==> config.mk <==
export PLATFORM = sky130hd
export DESIGN_NAME = puck_engine
export DESIGN_NICKNAME = d
export VERILOG_FILES = /design/src/rtl/puck_pkg.sv /design/src/rtl/puck_axis.sv /design/src/rtl/puck_engine.sv
export SDC_FILE = /design/constraint.sdc
export NUM_CORES = 1
export LEC_CHECK = 0
export ABC_AREA = 1
export BUFFER_PORTS_ARGS = -buffer_cell sky130_fd_sc_hd__buf_4
export CELL_PAD_IN_SITES_DETAIL_PLACEMENT = 0
export CELL_PAD_IN_SITES_GLOBAL_PLACEMENT = 2
export CORE_ASPECT_RATIO = 1.75
export CORE_MARGIN = 8
export CORE_UTILIZATION = 31
export DETAILED_ROUTE_END_ITERATION = 12
export PLACE_DENSITY_LB_ADDON = 0.1
export SKIP_LAST_GASP = 1
export SLEW_MARGIN = 5
export SYNTH_ARGS = -nofsm -noshare
export SYNTH_HDL_FRONTEND = slang
export SYNTH_HIERARCHICAL = 1
export SYNTH_SLANG_ARGS = --single-unit
==> constraint.sdc <==
create_clock -name clk -period 3.65 [get_ports clk]
set_clock_uncertainty 0.2 [all_clocks]
set_input_delay 0.73 -clock clk [delete_from_list [all_inputs] [get_ports clk]]
set_output_delay 0.73 -clock clk [all_outputs]
set_load 0.005 [all_outputs]
==> src/rtl/puck_pkg.sv <==
// Shared types and widths for the puck game core.
// Coordinates are unsigned 10-bit; next-position arithmetic runs in 12-bit signed.
package puck_pkg;

    localparam int unsigned COORD_W = 10;
    localparam int unsigned WORK_W  = 12;

    typedef enum logic [1:0] {
        SERVE = 2'd0,
        PLAY  = 2'd1,
        MISS  = 2'd2,
        OVER  = 2'd3
    } game_state_t;

    typedef enum logic {
        DIR_POS = 1'b0,
        DIR_NEG = 1'b1
    } dir_t;

    typedef logic [COORD_W-1:0]       coord_t;
    typedef logic signed [WORK_W-1:0] work_t;

    function automatic work_t widen(input coord_t c);
        return work_t'({{(WORK_W-COORD_W){1'b0}}, c});
    endfunction

endpackage

==> src/rtl/puck_axis.sv <==
// One-axis stepper: moves a coordinate by +/-SPEED, clamps against the walls
// and optionally reflects the direction when a wall is struck.
module puck_axis
    import puck_pkg::*;
#(
    parameter int SPEED    = 2,
    parameter int HI       = 472,
    parameter bit CLAMP_LO = 1'b1,
    parameter bit FLIP     = 1'b1
) (
    input  logic                en,
    input  logic [COORD_W-1:0]  pos,
    input  dir_t                dir,
    output logic [WORK_W-1:0]   raw,
    output logic [COORD_W-1:0]  next_pos,
    output dir_t                next_dir
);

    work_t step;
    work_t sum;
    logic  below_lo;
    logic  above_hi;

    always_comb begin
        step     = (dir == DIR_NEG) ? -work_t'(SPEED) : work_t'(SPEED);
        sum      = widen(pos) + step;
        below_lo = sum[WORK_W-1];
        above_hi = sum > work_t'(HI);
        raw      = sum;

        next_pos = pos;
        next_dir = dir;
        if (en) begin
            next_pos = sum[COORD_W-1:0];
            if (above_hi) begin
                next_pos = coord_t'(HI);
                if (FLIP) next_dir = DIR_NEG;
            end else if (below_lo && CLAMP_LO) begin
                next_pos = '0;
                if (FLIP) next_dir = DIR_POS;
            end
        end
    end

endmodule

==> src/rtl/puck_engine.sv <==
// Per-frame game state for the single-paddle puck game: paddle, ball,
// score, lives and phase, all advanced on the vblank frame_tick pulse.
module puck_engine
    import puck_pkg::*;
#(
    parameter int H_RES        = 640,
    parameter int V_RES        = 480,
    parameter int BALL_SIZE    = 8,
    parameter int PAD_X        = 32,
    parameter int PAD_W        = 4,
    parameter int PAD_H        = 64,
    parameter int BALL_SPEED   = 2,
    parameter int PAD_SPEED    = 3,
    parameter int SCORE_W      = 16,
    parameter int LIVES        = 3,
    parameter int SERVE_FRAMES = 60
) (
    input  logic               clk,
    input  logic               reset,
    input  logic               frame_tick,
    input  logic               up,
    input  logic               down,
    input  logic               start,
    output logic [9:0]         pad_y,
    output logic [9:0]         ball_x,
    output logic [9:0]         ball_y,
    output logic [SCORE_W-1:0] score,
    output logic [2:0]         lives,
    output logic [1:0]         state,
    output logic               hit
);

    localparam int PAD_MAX = V_RES - PAD_H;
    localparam int BX_MAX  = H_RES - BALL_SIZE;
    localparam int BY_MAX  = V_RES - BALL_SIZE;
    localparam coord_t PAD_Y0  = coord_t'(PAD_MAX / 2);
    localparam coord_t BALL_X0 = coord_t'(BX_MAX / 2);
    localparam coord_t BALL_Y0 = coord_t'(BY_MAX / 2);
    localparam int unsigned CNT_W = (SERVE_FRAMES > 1) ? $clog2(SERVE_FRAMES) : 1;
    localparam logic [CNT_W-1:0] CNT_LAST = CNT_W'(SERVE_FRAMES - 1);

    game_state_t        state_q, state_d;
    logic [CNT_W-1:0]   cnt_q, cnt_d;
    coord_t             pad_q, pad_d;
    coord_t             bx_q, bx_d;
    coord_t             by_q, by_d;
    dir_t               dx_q, dx_d;
    dir_t               dy_q, dy_d;
    logic [SCORE_W-1:0] score_q, score_d;
    logic [2:0]         lives_q, lives_d;
    logic               hit_q, hit_d;

    work_t  nx, ny;
    coord_t ax_pos, ay_pos, pad_next;
    dir_t   ax_dir, ay_dir;
    work_t  pad_raw_unused;
    dir_t   pad_dir_unused;
    logic   collide;
    logic   miss;

    // Left edge is open: the paddle/miss logic owns it, so no low clamp on x.
    puck_axis #(.SPEED(BALL_SPEED), .HI(BX_MAX), .CLAMP_LO(1'b0), .FLIP(1'b1)) u_axis_x (
        .en       (1'b1),
        .pos      (bx_q),
        .dir      (dx_q),
        .raw      (nx),
        .next_pos (ax_pos),
        .next_dir (ax_dir)
    );

    puck_axis #(.SPEED(BALL_SPEED), .HI(BY_MAX), .CLAMP_LO(1'b1), .FLIP(1'b1)) u_axis_y (
        .en       (1'b1),
        .pos      (by_q),
        .dir      (dy_q),
        .raw      (ny),
        .next_pos (ay_pos),
        .next_dir (ay_dir)
    );

    puck_axis #(.SPEED(PAD_SPEED), .HI(PAD_MAX), .CLAMP_LO(1'b1), .FLIP(1'b0)) u_axis_pad (
        .en       (up ^ down),
        .pos      (pad_q),
        .dir      (up ? DIR_NEG : DIR_POS),
        .raw      (pad_raw_unused),
        .next_pos (pad_next),
        .next_dir (pad_dir_unused)
    );

    always_comb begin
        collide = (dx_q == DIR_NEG)
               && (nx <= work_t'(PAD_X + PAD_W - 1))
               && (nx + work_t'(BALL_SIZE) > work_t'(PAD_X))
               && (ny + work_t'(BALL_SIZE) > widen(pad_q))
               && (ny < widen(pad_q) + work_t'(PAD_H));
        miss = nx[WORK_W-1];
    end

    always_comb begin
        state_d = state_q;
        cnt_d   = cnt_q;
        pad_d   = pad_q;
        bx_d    = bx_q;
        by_d    = by_q;
        dx_d    = dx_q;
        dy_d    = dy_q;
        score_d = score_q;
        lives_d = lives_q;
        hit_d   = 1'b0;

        if (frame_tick) begin
            if (state_q != OVER) pad_d = pad_next;

            case (state_q)
                SERVE: begin
                    if (cnt_q == CNT_LAST) begin
                        cnt_d   = '0;
                        state_d = PLAY;
                        dx_d    = DIR_NEG;
                    end else begin
                        cnt_d = cnt_q + 1'b1;
                    end
                end
                PLAY: begin
                    // Collision wins over miss; a miss freezes the ball on both axes.
                    if (miss && !collide) begin
                        lives_d = lives_q - 3'd1;
                        state_d = (lives_q == 3'd1) ? OVER : MISS;
                    end else begin
                        by_d = ay_pos;
                        dy_d = ay_dir;
                        if (collide) begin
                            bx_d    = coord_t'(PAD_X + PAD_W);
                            dx_d    = DIR_POS;
                            score_d = (score_q == '1) ? score_q : score_q + 1'b1;
                            hit_d   = 1'b1;
                        end else begin
                            bx_d = ax_pos;
                            dx_d = ax_dir;
                        end
                    end
                end
                MISS: begin
                    if (cnt_q == CNT_LAST) begin
                        cnt_d   = '0;
                        state_d = SERVE;
                        bx_d    = BALL_X0;
                        by_d    = BALL_Y0;
                    end else begin
                        cnt_d = cnt_q + 1'b1;
                    end
                end
                OVER: begin
                    if (start) begin
                        score_d = '0;
                        lives_d = 3'(LIVES);
                        bx_d    = BALL_X0;
                        by_d    = BALL_Y0;
                        pad_d   = PAD_Y0;
                        cnt_d   = '0;
                        state_d = SERVE;
                    end
                end
                default: ;
            endcase
        end
    end

    always_ff @(posedge clk or negedge reset) begin
        if (!reset) begin
            state_q <= SERVE;
            cnt_q   <= '0;
            pad_q   <= PAD_Y0;
            bx_q    <= BALL_X0;
            by_q    <= BALL_Y0;
            dx_q    <= DIR_NEG;
            dy_q    <= DIR_POS;
            score_q <= '0;
            lives_q <= 3'(LIVES);
            hit_q   <= 1'b0;
        end else begin
            state_q <= state_d;
            cnt_q   <= cnt_d;
            pad_q   <= pad_d;
            bx_q    <= bx_d;
            by_q    <= by_d;
            dx_q    <= dx_d;
            dy_q    <= dy_d;
            score_q <= score_d;
            lives_q <= lives_d;
            hit_q   <= hit_d;
        end
    end

    assign pad_y  = pad_q;
    assign ball_x = bx_q;
    assign ball_y = by_q;
    assign score  = score_q;
    assign lives  = lives_q;
    assign state  = state_q;
    assign hit    = hit_q;

endmodule

==> impl_metrics.env, run 1 <==
export IMPL_grt_max_degree=61
export IMPL_p_int_uw=4560
export IMPL_min_path_type="register to register"
export IMPL_grt_pass1_vias=6783
export IMPL_fmax_mhz=272
export IMPL_ios=58
export IMPL_cp_arrival_ns=3.71
export IMPL_clkLatencyLatePin_ns=0.34
export IMPL_hold_viol_final=0
export IMPL_place_gp_congestion=0.859
export IMPL_leakagePower_uw=0.00456
export IMPL_cp_max_fo=5
export IMPL_synth_warnings=6
export IMPL_dp_cells=1427
export IMPL_ff2ff_path_depth=24
export IMPL_clkSinkCount=60
export IMPL_final_area_um2=8780
export IMPL_powerDensity_nw_per_um2=1070
export IMPL_via_per_inst=4.57
export IMPL_fillers=2426
export IMPL_fp_row_count=72
export IMPL_start_kind="register"
export IMPL_cts_root_buf="clkbuf_16"
export IMPL_postPlaceCellArea_um2=8080
export IMPL_p_clk_frac=0.101
export IMPL_setup_viol=16
export IMPL_p_switching_uw=4840
export IMPL_critPathRequiredTime_ns=3.68
export IMPL_grt_pass1_wl_um=35900
export IMPL_hpwl_um=18800
export IMPL_cts_tree="built"
export IMPL_relSlewSlack=0.437
export IMPL_drive_gt1_frac=0.334
export IMPL_cp_slowest_cell="dfstp_2"
export IMPL_switching_share=0.515
export IMPL_rsz0062_at_grt="true"
export IMPL_nNetsFinal=1216
export IMPL_min_delay_start="lives[1]$_DFFE_PN1P_"
export IMPL_antenna_found_initial=0
export IMPL_syn2layout_area_growth_pct=29.0
export IMPL_clk_path_buf_depth=2
export IMPL_vias=6645
export IMPL_min_to="lives[1]$_DFFE_PN1P_"
export IMPL_syn_avg_cell_area_um2=6.73
export IMPL_worst_pin_slew_ns=0.845
export IMPL_setup_slack_ns=-0.0234
export IMPL_place_ws_ns=-0.338
export IMPL_rrSetupSlack_ns=-0.02
export IMPL_synthesis_area_um2=6810
export IMPL_die_w_um=128
export IMPL_crit_chain="inv_1 > fa_2 > inv_2 > nand3_2 > nand3b_1 > nand2_1 > inv_2 > nand2_2 > nor2_4 > nand3_2 > xnor2_1 > ha_1 > nand2_2 > nor3_4 > nand2_1 > nand3_1 > nand2_1 > nand2_2 > nand3_4 > nand2_4 > nand3_4 > buf_4 > nand2_2 > o21ai_2"
export IMPL_hold_depth=2
export IMPL_wirelength_um=22900
export IMPL_drc_errors=0
export IMPL_r2r_start="ball_y[2]$_DFFE_PN1P_"
export IMPL_slew_violations=0
export IMPL_seqPwrFrac=0.133
export IMPL_drtIter0Drc=242
export IMPL_port_buffer_count=57
export IMPL_numCtsBuffers=9
export IMPL_worstSetupStartpoint="ball_y[2]$_DFFE_PN1P_"
export IMPL_fin_util=0.403
export IMPL_violations="setup timing"
export IMPL_crit_type="register to register"
export IMPL_status="finished with violations"
export IMPL_path_clk_slew_ns=0.06
export IMPL_chipHeight_um=212
export IMPL_crit_top_cell="nand2_2"
export IMPL_core_area_um2=21800
export IMPL_crit_path_end_kind="register"
export IMPL_ir_drop_mv=0.312
export IMPL_cap_viol_max_count=0
export IMPL_final_cells=1453
export IMPL_r2r_end="score[7]$_DFFE_PN0P_"
export IMPL_track_usage=0.173
export IMPL_max_stage_delay_ns=0.53
export IMPL_pwr_share_comb=0.766
export IMPL_fin_crit_ns=3.67
export IMPL_diodes=0
export IMPL_drtPass1Iterations=4
export IMPL_h_tree_depth=3
export IMPL_die_area_um2=27100
export IMPL_overflow=0
export IMPL_netlist_instances=1012
export IMPL_fin_crit_sh=1.01
export IMPL_postRouteAntennaNets=0
export IMPL_start_util=0.312
export IMPL_wl_per_cell_um=15.8
## through the flow
step	total power [uW]	setup TNS [ns]	hold WS, ns
final	9390	-0.234	0.282
after global routing	10300	-6.25	0.290
after CTS	9220	-0.00562	0.288
after detailed placement	7990	-9.21	0.280
after global placement	8010	-6.89	0.276
after floorplan	5490	0	0.234
## cells in the final DEF (no fill, tap or decap), drive strengths merged
cell        n
a21boi      1
a21o        1
a21oi      38
a31oi       3
a32o        1
and2        2
and3        1
buf       139
bufinv      2
clkbuf     15
clkinv      2
clkinvlp    1
conb        5
dfrtp      44
dfstp      16
fa          3
ha         55
inv       154
nand2     364
nand3      86
nand3b      5
nand4      21
nor2       94
nor3       12
nor4        5
o21a        1
o21ai      54
o21bai      2
o22ai       1
o31ai       2
or2        10
xnor2       2
xor2       15
## registers in the layout, summed over array words and instances (netlist names)
| register | count |
|---|---|
| ball_y | 10 |
| ball_x | 10 |
| pad_y | 10 |
| dy_q | 1 |
| score | 16 |
| dx_q | 1 |
| state | 2 |
| hit | 1 |
| cnt_q | 6 |
| lives | 3 |
## layout make-up
cell class                      count  area [um2]  area share
Clock inverter                      4        72.6     0.00826
Clock buffer                       12         246      0.0281
Multi-Input combinational cell    784        4780       0.544
Inverter                          155         587      0.0668
Sequential cell                    60        1520       0.173
Tap cell                          296         370      0.0422
Timing Repair Buffer              142        1200       0.137
## power by group through the flow
stage	sequential (uW)	clock, uW	combinational (uW)
final	1250	952	7190
after detailed placement	1250	0	6740
after global placement	1250	0	6760
after floorplan	1200	0	4300
after CTS	1250	976	6990
after global routing	1290	999	8040
## worst max-delay path: cells and delay by family, from the launching register on
| family | cells | cell delay (ns) |
|---|---|---|
| AO/OA/AOI/OAI | 1 | 0.05 |
| XOR/XNOR | 1 | 0.13 |
| adder cells (fa/ha/maj) | 2 | 0.69 |
| buffers and inverters | 4 | 0.49 |
| flip-flops | 1 | 0.53 |
| AND/OR/NAND/NOR | 16 | 1.49 |
## routing by layer
metal | part of all wire | up-vias | global-route usage
met5 | 0 | - | 0
met4 | 0.020 | 0 | 0.0606
met3 | 0.018 | 18 | 0.0201
met2 | 0.60 | 67 | 0.362
met1 | 0.36 | 3069 | 0.164
li1 | - | 3491 | -
## timing repair
action                                  CTS  global route
resized for setup                        35            31
hold buffers                              0             0
pin swaps                                 5            19
endpoints found under the setup margin   43            44
cloned                                    0             3
buffers inserted                          3             4
## worst max-delay path by stage
| stage | to | depth (start not counted) |
|---|---|---|
| after floorplan | score[8]$_DFFE_PN0P_ | 24 |
| after global placement | ball_x[1]$_DFFE_PN0P_ | 23 |
| after detailed placement | ball_x[1]$_DFFE_PN0P_ | 25 |
| after CTS | ball_y[8]$_DFFE_PN0P_ | 24 |
| after global routing | score[0]$_DFFE_PN0P_ | 26 |
| final | score[7]$_DFFE_PN0P_ | 24 |
Note: power is estimated with default switching activity, not from simulation.
==> run 2: changes to the inputs <==
- RECOVER_POWER: default -> 25
==> impl_metrics.env, run 2 (synthesis results as in run 1) <==
export IMPL_grt_max_degree=61
export IMPL_r2r_end="score[7]$_DFFE_PN0P_"
export IMPL_drtPass1Iterations=4
export IMPL_postRouteAntennaNets=0
export IMPL_top_usage_layer="met2"
export IMPL_cts_root_buf="clkbuf_16"
export IMPL_final_cells=1453
export IMPL_ir_drop_mv=0.312
export IMPL_slew_violations=61
export IMPL_hold_depth=2
export IMPL_leakagePower_uw=0.00456
export IMPL_largest_register_ffs=16
export IMPL_worst_pin_slew_ns=1.66
export IMPL_crit_type="register to register"
export IMPL_setup_tns_ns=-0.234
export IMPL_track_usage=0.173
export IMPL_numCtsBuffers=9
export IMPL_ff2ff_path_depth=24
export IMPL_cp_arrival_ns=3.71
export IMPL_min_delay_start="lives[1]$_DFFE_PN1P_"
export IMPL_fin_crit_sh=1.01
export IMPL_setup_viol=16
export IMPL_cts_hold_buf=0
export IMPL_final_common_cell="nand2_1"
export IMPL_final_area_um2=8780
export IMPL_postPlaceCellArea_um2=8080
export IMPL_fin_util=0.403
export IMPL_hpwl_um=18800
export IMPL_drive_gt1_frac=0.334
export IMPL_antenna_found_initial=0
export IMPL_ios=58
export IMPL_clk_path_buf_depth=2
export IMPL_drtIter0Drc=242
export IMPL_diodes=0
export IMPL_nNetsFinal=1216
export IMPL_clkLatencyLatePin_ns=0.34
export IMPL_clkSinkCount=60
export IMPL_cap_viol_max_count=1
export IMPL_path_clk_slew_ns=0.06
export IMPL_syn2layout_area_growth_pct=29.0
export IMPL_grt_use_met1=0.164
export IMPL_fp_row_count=72
export IMPL_dp_cells=1427
export IMPL_r2r_start="ball_y[2]$_DFFE_PN1P_"
export IMPL_relSlewSlack=-0.104
export IMPL_grtUsageMet3=0.0201
export IMPL_powerDensity_nw_per_um2=1070
export IMPL_start_kind="register"
export IMPL_overflow=0
export IMPL_violations="capacitance limit, slew limit, setup timing"
export IMPL_h_tree_depth=3
export IMPL_cts_tree="built"
export IMPL_hold_viol_final=0
export IMPL_wl_per_cell_um=15.8
export IMPL_die_area_um2=27100
export IMPL_rrSetupSlack_ns=-0.02
export IMPL_die_w_um=128
export IMPL_port_buffer_count=57
export IMPL_start_util=0.312
export IMPL_min_path_type="register to register"
export IMPL_crit_path_end_kind="register"
export IMPL_drc_errors=0
export IMPL_whs_ns=0.282
export IMPL_status="finished with violations"
export IMPL_fin_crit_ns=3.67
export IMPL_rsz0062_at_grt="true"
export IMPL_min_to="lives[1]$_DFFE_PN1P_"
export IMPL_final_cell_mix="nand2_1 (281), inv_1 (129), buf_4 (124)"
export IMPL_chipHeight_um=212
export IMPL_grt_use_met2=0.362
export IMPL_setup_slack_ns=-0.0234
export IMPL_cp_max_fo=5
export IMPL_core_area_um2=21800
export IMPL_vias=6646
export IMPL_wirelength_um=22900
export IMPL_place_gp_congestion=0.859
export IMPL_fmax_mhz=272
export IMPL_grt_pass1_wl_um=35900
export IMPL_critPathRequiredTime_ns=3.68
export IMPL_grt_pass1_vias=6783
export IMPL_via_per_inst=4.57
==> run 2: timing repair <==
item / in CTS / in global routing
endpoints found under the setup margin: 43 / 44
gates resized for setup: 35 / 31
cloned: 0 / 3
pin swaps: 5 / 19
endpoints found under the hold margin: 0 / 0
buffers inserted: 3 / 4
==> run 2: worst max-delay path, cell delays in order, from the launching register on <==
cell	delay, ns
dfstp_2	0.53
inv_1	0.06
fa_2	0.38
inv_2	0.11
nand3_2	0.07
nand3b_1	0.09
nand2_1	0.07
inv_2	0.10
nand2_2	0.07
nor2_4	0.13
nand3_2	0.09
xnor2_1	0.13
ha_1	0.31
nand2_2	0.08
nor3_4	0.19
nand2_1	0.07
nand3_1	0.07
nand2_1	0.06
nand2_2	0.07
nand3_4	0.11
nand2_4	0.10
nand3_4	0.16
buf_4	0.22
nand2_2	0.06
o21ai_2	0.05
==> run 2: power breakdown <==
part / switching (uW) / internal, uW
Sequential: 310 / 938
Combinational: 4190 / 3000
Clock: 336 / 616
==> run 2: per-stage QoR <==
step	setup WS, ns	total power, uW
after detailed placement	-0.338	7990
after global routing	-0.192	10300
after floorplan	0.0626	5490
final	-0.0234	9390
after global placement	-0.296	8010
after CTS	-0.00260	9220
==> run 2: per-layer routing <==
metal	share of wire	routed length [um]	vias up
li1	-	-	3491
met1	0.36	8250	3070
met2	0.60	13800	67
met3	0.018	409	18
met4	0.020	457	0
met5	0	0	-
==> run 2: final cells by class <==
type | count | area [um2]
clock inverter | 4 | 72.6
clock buffer | 12 | 246
tap | 296 | 370
sequential | 60 | 1520
inverter | 155 | 587
timing repair buffer | 142 | 1200
fill | 2427 | 13000
multi-input combinational | 784 | 4780
==> run 2: how the worst max path moves through the flow <==
| stage | cells after the start | start | slack [ns] | end |
|---|---|---|---|---|
| 5_1_grt | 26 | dy_q$_DFFE_PN0P_ | -0.19 | score[0]$_DFFE_PN0P_ |
| 2_1_floorplan | 24 | dy_q$_DFFE_PN0P_ | 0.06 | score[8]$_DFFE_PN0P_ |
| 6_report | 24 | ball_y[2]$_DFFE_PN1P_ | -0.02 | score[7]$_DFFE_PN0P_ |
| 3_3_place_gp | 23 | ball_y[2]$_DFFE_PN1P_ | -0.30 | ball_x[1]$_DFFE_PN0P_ |
| 4_1_cts | 24 | ball_y[2]$_DFFE_PN1P_ | -0.003 | ball_y[8]$_DFFE_PN0P_ |
| 3_5_place_dp | 25 | dy_q$_DFFE_PN0P_ | -0.34 | ball_x[1]$_DFFE_PN0P_ |
==> run 3: changes to the inputs <==
- ABC_AREA: 1 -> default
- CORE_UTILIZATION: 31 -> 34
==> impl_metrics.env, run 3 <==
export IMPL_place_gp_congestion=0.839
export IMPL_antenna_found_initial=0
export IMPL_ios=58
export IMPL_crit_buf_inv=5
export IMPL_rsz0062_at_grt="true"
export IMPL_crit_path_end_kind="register"
export IMPL_fillers=1736
export IMPL_via_per_inst=5.35
export IMPL_clkSinkCount=60
export IMPL_crit_top_cell="buf_4"
export IMPL_worst_pin_slew_ns=1.67
export IMPL_grt_pass1_vias=6314
export IMPL_r2r_start="dx_q$_DFFE_PN1P_"
export IMPL_fin_crit_sh=1.16
export IMPL_critPathRequiredTime_ns=3.67
export IMPL_wl_per_cell_um=17.6
export IMPL_grt_max_degree=61
export IMPL_wirelength_um=19700
export IMPL_cp_depth=17
export IMPL_netlist_instances=697
export IMPL_slew_violations=61
export IMPL_synthesis_area_um2=5930
export IMPL_core_area_um2=17300
export IMPL_whs_ns=0.307
export IMPL_cp_arrival_ns=4.23
export IMPL_cp_max_fo=8
export IMPL_fmax_mhz=237
export IMPL_min_path_type="register to register"
export IMPL_syn_avg_cell_area_um2=8.51
export IMPL_grt_pass1_wl_um=32000
export IMPL_die_w_um=116
export IMPL_relSlewSlack=-0.114
export IMPL_drive_gt1_frac=0.386
export IMPL_start_util=0.343
export IMPL_hold_viol_final=0
export IMPL_status="finished with violations"
export IMPL_max_stage_delay_ns=0.72
export IMPL_hold_depth=1
export IMPL_min_delay_start="cnt_q[5]$_DFFE_PN0P_"
export IMPL_overflow=0
export IMPL_start_kind="register"
export IMPL_ff2ff_path_depth=17
export IMPL_place_ws_ns=-0.569
export IMPL_nNetsFinal=948
export IMPL_fp_row_count=64
export IMPL_crit_chain="ha_4 > nand3_4 > buf_4 > and3b_1 > or2_2 > inv_2 > ha_1 > or4b_2 > o22a_1 > o21ai_1 > a211oi_2 > buf_4 > o211ai_4 > clkbuf_16 > buf_4 > nand3_1 > a221o_1"
export IMPL_clkLatencyLatePin_ns=0.34
export IMPL_setup_tns_ns=-21.04
export IMPL_synth_warnings=6
export IMPL_final_cell_mix="buf_4 (188), inv_1 (69), nand2_1 (58)"
export IMPL_drtIter0Drc=250
export IMPL_largest_register_ffs=16
export IMPL_postRouteAntennaNets=0
export IMPL_fin_crit_ns=4.22
export IMPL_crit_type="register to register"
export IMPL_h_tree_depth=3
export IMPL_chipHeight_um=191
export IMPL_path_clk_slew_ns=0.06
export IMPL_cts_tree="built"
export IMPL_r2r_end="state[0]$_DFFE_PN0P_"
export IMPL_cap_viol_max_count=1
export IMPL_min_to="cnt_q[5]$_DFFE_PN0P_"
export IMPL_die_area_um2=22100
export IMPL_drc_errors=0
export IMPL_cts_root_buf="clkbuf_16"
export IMPL_drtPass1Iterations=4
export IMPL_numCtsBuffers=9
export IMPL_setup_viol=44
export IMPL_hpwl_um=14900
export IMPL_vias=5983
export IMPL_port_buffer_count=57
export IMPL_syn2layout_area_growth_pct=42.7
export IMPL_cp_slowest_cell="dfstp_4"
export IMPL_multi_input_area_um2=4520
export IMPL_critPathTopFamily="simple AND/OR/NAND/NOR gates"
export IMPL_setup_slack_ns=-0.566
export IMPL_final_common_cell="buf_4"
export IMPL_rrSetupSlack_ns=-0.57
export IMPL_diodes=0
export IMPL_track_usage=0.184
export IMPL_violations="capacitance limit, slew limit, setup timing"
export IMPL_clk_path_buf_depth=2
export IMPL_seq_area_um2=1530
## run 3: repair_timing
item | in CTS | in global routing
endpoints found under the setup margin | 44 | 44
gates resized for setup | 27 | 35
cloned | 1 | 0
hold buffers | 0 | 0
endpoints found under the hold margin | 0 | 0
pin swaps | 24 | 23
buffers inserted | 16 | 4
## run 3: final cells by class
type | count | area share
clock inverter | 4 | 0.00872
timing repair buffer | 196 | 0.181
inverter | 75 | 0.0335
clock buffer | 11 | 0.0287
multi-input combinational | 542 | 0.533
sequential | 60 | 0.181
tap | 231 | 0.0341
## run 3: worst register-to-register path: stages (launching register included)
cell and delay [ns]:
dfstp_4 0.72, ha_4 0.20, nand3_4 0.08, buf_4 0.16, and3b_1 0.17, or2_2 0.30, inv_2 0.07, ha_1 0.21
or4b_2 0.61, o22a_1 0.18, o21ai_1 0.15, a211oi_2 0.08, buf_4 0.16, o211ai_4 0.13, clkbuf_16 0.22, buf_4 0.11
nand3_1 0.06, a221o_1 0.29
## run 3: how the worst max path moves through the flow
stage / from / end
2_1_floorplan: dy_q$_DFFE_PN0P_ / score[2]$_DFFE_PN0P_
6_report: dx_q$_DFFE_PN1P_ / state[0]$_DFFE_PN0P_
4_1_cts: dx_q$_DFFE_PN1P_ / score[6]$_DFFE_PN0P_
3_5_place_dp: dx_q$_DFFE_PN1P_ / lives[2]$_DFFE_PN0P_
5_1_grt: dy_q$_DFFE_PN0P_ / score[9]$_DFFE_PN0P_
3_3_place_gp: ball_y[2]$_DFFE_PN1P_ / score[14]$_DFFE_PN0P_
## run 3: per-stage QoR
step / instances / instance area (um2) / util
floorplan: 700 / 6130 / -
global placement: 1084 / 7660 / 0.443
detailed placement: 1084 / 7660 / 0.443
CTS: 1115 / 8280 / 0.478
global route: 1119 / 8470 / 0.490
finish: 1119 / 8470 / 0.490
## run 3: layer usage
metal / vias up / track usage / share of wire
li1: 2930 / - / -
met1: 2957 / 0.190 / 0.39
met2: 74 / 0.357 / 0.57
met3: 22 / 0.0273 / 0.022
met4: 0 / 0.0662 / 0.021
met5: - / 0 / 0
Power of run 3 is not shown: default switching activity piles up to over one toggle a cycle in this logic, so the estimate is an artifact.
